<file path="src/rtl/ppu_pkg.sv">
// Shared PPU definitions: OAM DMA state encoding and transfer length.
// Imported by the OAM DMA engine and its bench.
package ppu_pkg;

    localparam int OAM_DMA_LEN = 256;

    typedef enum logic [2:0] {
        ST_IDLE,
        ST_HALT,
        ST_ALIGN,
        ST_READ,
        ST_WRITE
    } dma_state_t;

endpackage

</file>
<file path="src/rtl/ppu_oam_dma.sv">
// OAM DMA engine: a CPU write to $4014 stalls the CPU and copies one
// 256-byte page from the CPU bus into OAMDATA, one byte per read/write pair.
// Ports:
//   clk, rst             CPU-rate clock, async active-high reset
//   dma_write_en/page_in request pulse and source page (high byte)
//   cpu_halt             stall request to the CPU while busy
//   cpu_read_en/addr_out bus read strobe and address
//   cpu_data_in          read data, valid the cycle after the read
//   oamdata_write_en/in  write strobe and byte to OAMDATA
//   dma_busy, dma_done   busy flag, pulse on the last OAM write
module ppu_oam_dma
    import ppu_pkg::*;
(
    input  logic        clk,
    input  logic        rst,
    input  logic        dma_write_en,
    input  logic [7:0]  dma_page_in,
    output logic        cpu_halt,
    output logic        cpu_read_en,
    output logic [15:0] cpu_addr_out,
    input  logic [7:0]  cpu_data_in,
    output logic        oamdata_write_en,
    output logic [7:0]  oamdata_in,
    output logic        dma_busy,
    output logic        dma_done
);

    localparam logic [7:0] LAST_BYTE = 8'(OAM_DMA_LEN - 1);

    dma_state_t state, state_nx;
    logic       parity;
    logic [7:0] page;
    logic [7:0] count;

    // Parity free-runs from reset so the get/put phase tracks the CPU
    // cycle even while idle; it decides whether HALT needs an ALIGN.
    always_ff @(posedge clk or posedge rst) begin
        if (rst) begin
            state  <= ST_IDLE;
            parity <= 1'b0;
            page   <= 8'h00;
            count  <= 8'h00;
        end else begin
            state  <= state_nx;
            parity <= ~parity;
            if (state == ST_IDLE && dma_write_en) begin
                page  <= dma_page_in;
                count <= 8'h00;
            end else if (state == ST_WRITE) begin
                // 8-bit wrap keeps the address inside the source page
                count <= count + 8'd1;
            end
        end
    end

    always_comb begin
        state_nx = state;
        unique case (state)
            ST_IDLE:  if (dma_write_en) state_nx = ST_HALT;
            ST_HALT:  state_nx = parity ? ST_READ : ST_ALIGN;
            ST_ALIGN: state_nx = ST_READ;
            ST_READ:  state_nx = ST_WRITE;
            ST_WRITE: state_nx = (count == LAST_BYTE) ? ST_IDLE : ST_READ;
            default:  state_nx = ST_IDLE;
        endcase
    end

    assign dma_busy         = (state != ST_IDLE);
    assign cpu_halt         = dma_busy;
    assign cpu_read_en      = (state == ST_READ);
    assign cpu_addr_out     = cpu_read_en ? {page, count} : 16'h0000;
    assign oamdata_write_en = (state == ST_WRITE);
    assign oamdata_in       = oamdata_write_en ? cpu_data_in : 8'h00;
    assign dma_done         = oamdata_write_en && (count == LAST_BYTE);

endmodule

</file>
<file path="config.mk">
export PLATFORM = sky130hd
export DESIGN_NAME = ppu_oam_dma
export DESIGN_NICKNAME = d
export VERILOG_FILES = /design/src/rtl/ppu_pkg.sv /design/src/rtl/ppu_oam_dma.sv
export SDC_FILE = /design/constraint.sdc
export NUM_CORES = 1
export LEC_CHECK = 0
export CAP_MARGIN = 20
export CORE_ASPECT_RATIO = 0.9
export CORE_UTILIZATION = 45
export DETAILED_ROUTE_END_ITERATION = 7
export GPL_TIMING_DRIVEN = 0
export PLACE_DENSITY = 0.9
export SLEW_MARGIN = 5
export SYNTH_ARGS = -nofsm -noshare
export SYNTH_HDL_FRONTEND = slang
export SYNTH_SLANG_ARGS = --single-unit
</file>
<file path="constraint.sdc">
create_clock -name clk -period 2.4 [get_ports clk]
set_input_delay 0.36 -clock clk [delete_from_list [all_inputs] [get_ports clk]]
set_output_delay 0.36 -clock clk [all_outputs]
set_load 0.005 [all_outputs]
</file>
==> impl_metrics.tcl <==
set metrics [dict create \
    syn_inst 107 \
    pwr-share-seq_pct 49.5 \
    synth_area_um2 1130 \
    io_pins 48 \
    num_antenna_cells 0 \
    cts-buffers-inserted 3 \
    yosysSeqAreaShare_pct 44.3 \
    core_area_um2 2260 \
    clock_latency_ns 0.33 \
    gr-total-overflow 0 \
    final_core_util_pct 78.5 \
    synth_edf_count 0 \
    cts-root-buf "clkbuf_4" \
    tritoncts "built" \
    cts_buffer_depth 2 \
    critPathLaunchType "flip-flop" \
    firstDrtPassIters 4 \
    antenna_found_initial 0 \
    drive_above_1_share_pct 22.6 \
    clkPwrFrac_pct 41.0 \
    yosysUniqueCellTypes 32 \
    drt_iter0_markers 26 \
    power_density_nw_per_um2 395 \
    fin_area_um2 1780 \
    vias 1024 \
    synth_warnings 0 \
    final-setup-viol-count 0 \
    area.growth.synth_to_final_pct 57.1 \
    postRouteWirelength_um 3080 \
    wl_per_cell_um 16.1 \
    io_buffers 47 \
    hpwl_um 2020 \
    comb_power_share_pct 9.5 \
    irDropWorstVdd_mv 0.506 \
    slew_viol_final 0 \
    p_int_w 0.000562 \
    vias_per_cell 5.36 \
    drc 0 \
    drt-met1-wl_um 1280 \
    p_sw_w 0.000139 \
    die_w_um 54.8 \
    critPathKind "reg -> out" \
    rr_worst_depth 5 \
    ys.flop_type "dfrtp_1" \
    hold_buffers 0 \
    async_flop_share_pct 100 \
    num-fill-cells 147 \
    status "complete, no violations" \
    reg2reg_slack_ns 0.54 \
    nets 185 \
    rr_endpoint "count[7]$_DFFE_PP0P_" \
    maxCapViolations 0 \
    fmax_mhz 425 \
    die_y_um 49.5 \
    place_congestion 0.811 \
    cp.required_ns 2.04 \
    grt_pass1_wl_um 4970 \
    cts.sinks 20 \
    top_layer "met4" \
    ant_nets 0 \
    htreeDepth 1 \
    clk_pin_slew_ns 0.13 \
    die_area_um2 2720 \
    arrival_ns 1.99 \
    grt_pass1_vias 1052 \
    hp-class "reg -> reg" \
    place_area_um2 1630 \
    worstSetupEndpoint "dma_done" \
    r2r_start "state[1]$_DFFE_PP0P_" \
    syn_avg_cell_area_um2 10.6 \
    layout_commonest_cell "clkdlybuf4s50_1" \
    fin_crit_sh_pct 98.1 \
    std_cell_rows 16 \
    switching_share_pct 19.8 \
    finalHoldViolations 0 \
    fin_worst_skew_ns 0.0129 \
    setup_tns_ns 0 \
    ys_seq_elements 20 \
    tightest_slew_ns 0.758 \
    leakagePower_nw 0.835 \
    start_util_pct 49.9 \
    cp-end-kind "output port" \
    syn-num-nets 127 \
    final_cell_mix "clkdlybuf4s50_1 (44), and2_1 (23), dfrtp_1 (20), buf_4 (10)" \
    grt_max_degree 21 \
    period_needed_ns 2.35 \
    slew-limit-headroom_pct 49.4 \
    startpoint "state[1]$_DFFE_PP0P_" \
    met2_length_um 1620 \
    track_usage_pct 26.0 \
    crit_path_max_fanout 3 \
    wl_met3_um 151 \
]
critical path: stages (launching register included):
cell	delay, ns
dfrtp_1	0.42
or3b_4	0.44
buf_4	0.17
nor4_2	0.35
dlygate4sd2_1	0.29
synthesized netlist by cell type, types with 2 or more instances:
master    number  area [um^2]
o21ai_0        2         10.0
mux2_4         7          105
nor2_1         5         18.8
dfrtp_1       20          500
mux2i_1        2         20.0
buf_6          2         22.5
inv_1          4         15.0
nand3_1        2         10.0
nor3_1         3         15.0
o22ai_1        2         12.5
and2_1        23          144
clkbuf_1       2         7.51
buf_2          2         10.0
nand2_1        8         30.0
mux2_2         3         33.8
nor4_1         2         12.5
a22o_1         3         26.3
registers in the layout, indices dropped and copies added, names as in the netlist:
signal	count
parity	1
page	8
state	3
count	8
power groups by stage:
stage	clock network, W	logic [W]	registers [W]
6_report	0.000287	0.0000669	0.000347
5_1_grt	0.000303	0.0000727	0.000348
4_1_cts	0.000291	0.0000684	0.000347
3_5_place_dp	0	0.0000683	0.000354
3_3_place_gp	0	0.0000665	0.000353
2_1_floorplan	0	0.0000222	0.000352
layout make-up:
class | count | area [um^2] | area share [%]
Clock buffer | 3 | 22.5 | 1.27
Timing Repair Buffer | 55 | 534 | 30.1
Tap cell | 27 | 33.8 | 1.90
Clock inverter | 1 | 30.0 | 1.69
Sequential cell | 20 | 500 | 28.2
Buffer | 6 | 56.3 | 3.17
Multi-Input combinational cell | 75 | 581 | 32.7
Inverter | 4 | 17.5 | 0.987
routing by layer:
metal,vias up,GRT usage (%)
met5,-,0
met4,0,6.84
met3,4,7.41
met2,30,42.8
met1,506,32.5
li1,484,-
per-stage QoR:
stage	power, W	hold slack [ns]	instances	setup slack, ns
4_1_cts	0.000706	0.440	189	-0.0201
2_1_floorplan	0.000374	0.324	107	0.800
3_5_place_dp	0.000422	0.420	181	0.0248
6_report	0.000701	0.435	191	0.0452
3_3_place_gp	0.000419	0.410	181	0.0887
5_1_grt	0.000724	0.455	191	-0.00212
what timing repair did:
item / 4_1_cts / 5_1_grt
resized for setup: 11 / 8
endpoints found under the hold margin: 0 / 0
endpoints found under the setup margin: 26 / 18
pin swaps: 1 / 2
buffers inserted: 5 / 3
how the worst min path moves through the flow:
| stage | depth (start not counted) | endpoint | startpoint |
|---|---|---|---|
| 3_3_place_gp | 1 | parity$_DFF_PP0_ | parity$_DFF_PP0_ |
| 3_5_place_dp | 1 | parity$_DFF_PP0_ | parity$_DFF_PP0_ |
| 5_1_grt | 1 | parity$_DFF_PP0_ | parity$_DFF_PP0_ |
| 4_1_cts | 1 | parity$_DFF_PP0_ | parity$_DFF_PP0_ |
| 6_report | 1 | parity$_DFF_PP0_ | parity$_DFF_PP0_ |
| 2_1_floorplan | 1 | count[0]$_DFFE_PP0P_ | rst |
logic make-up (layout without fill, tap and decap cells):
family,after synthesis,count (layout),share of synthesized area [%]
DFF,20,20,44.3
xor gates and xnor gates,1,1,0.775
and+or+nand+nor,49,49,25.2
AOI/OAI and AO/OA,12,12,8.53
adders and majority gates,1,1,1.11
muxes,12,12,14.1
buffers and inverters,12,69,5.98
No activity file was read; power rests on OpenSTA's default activity.
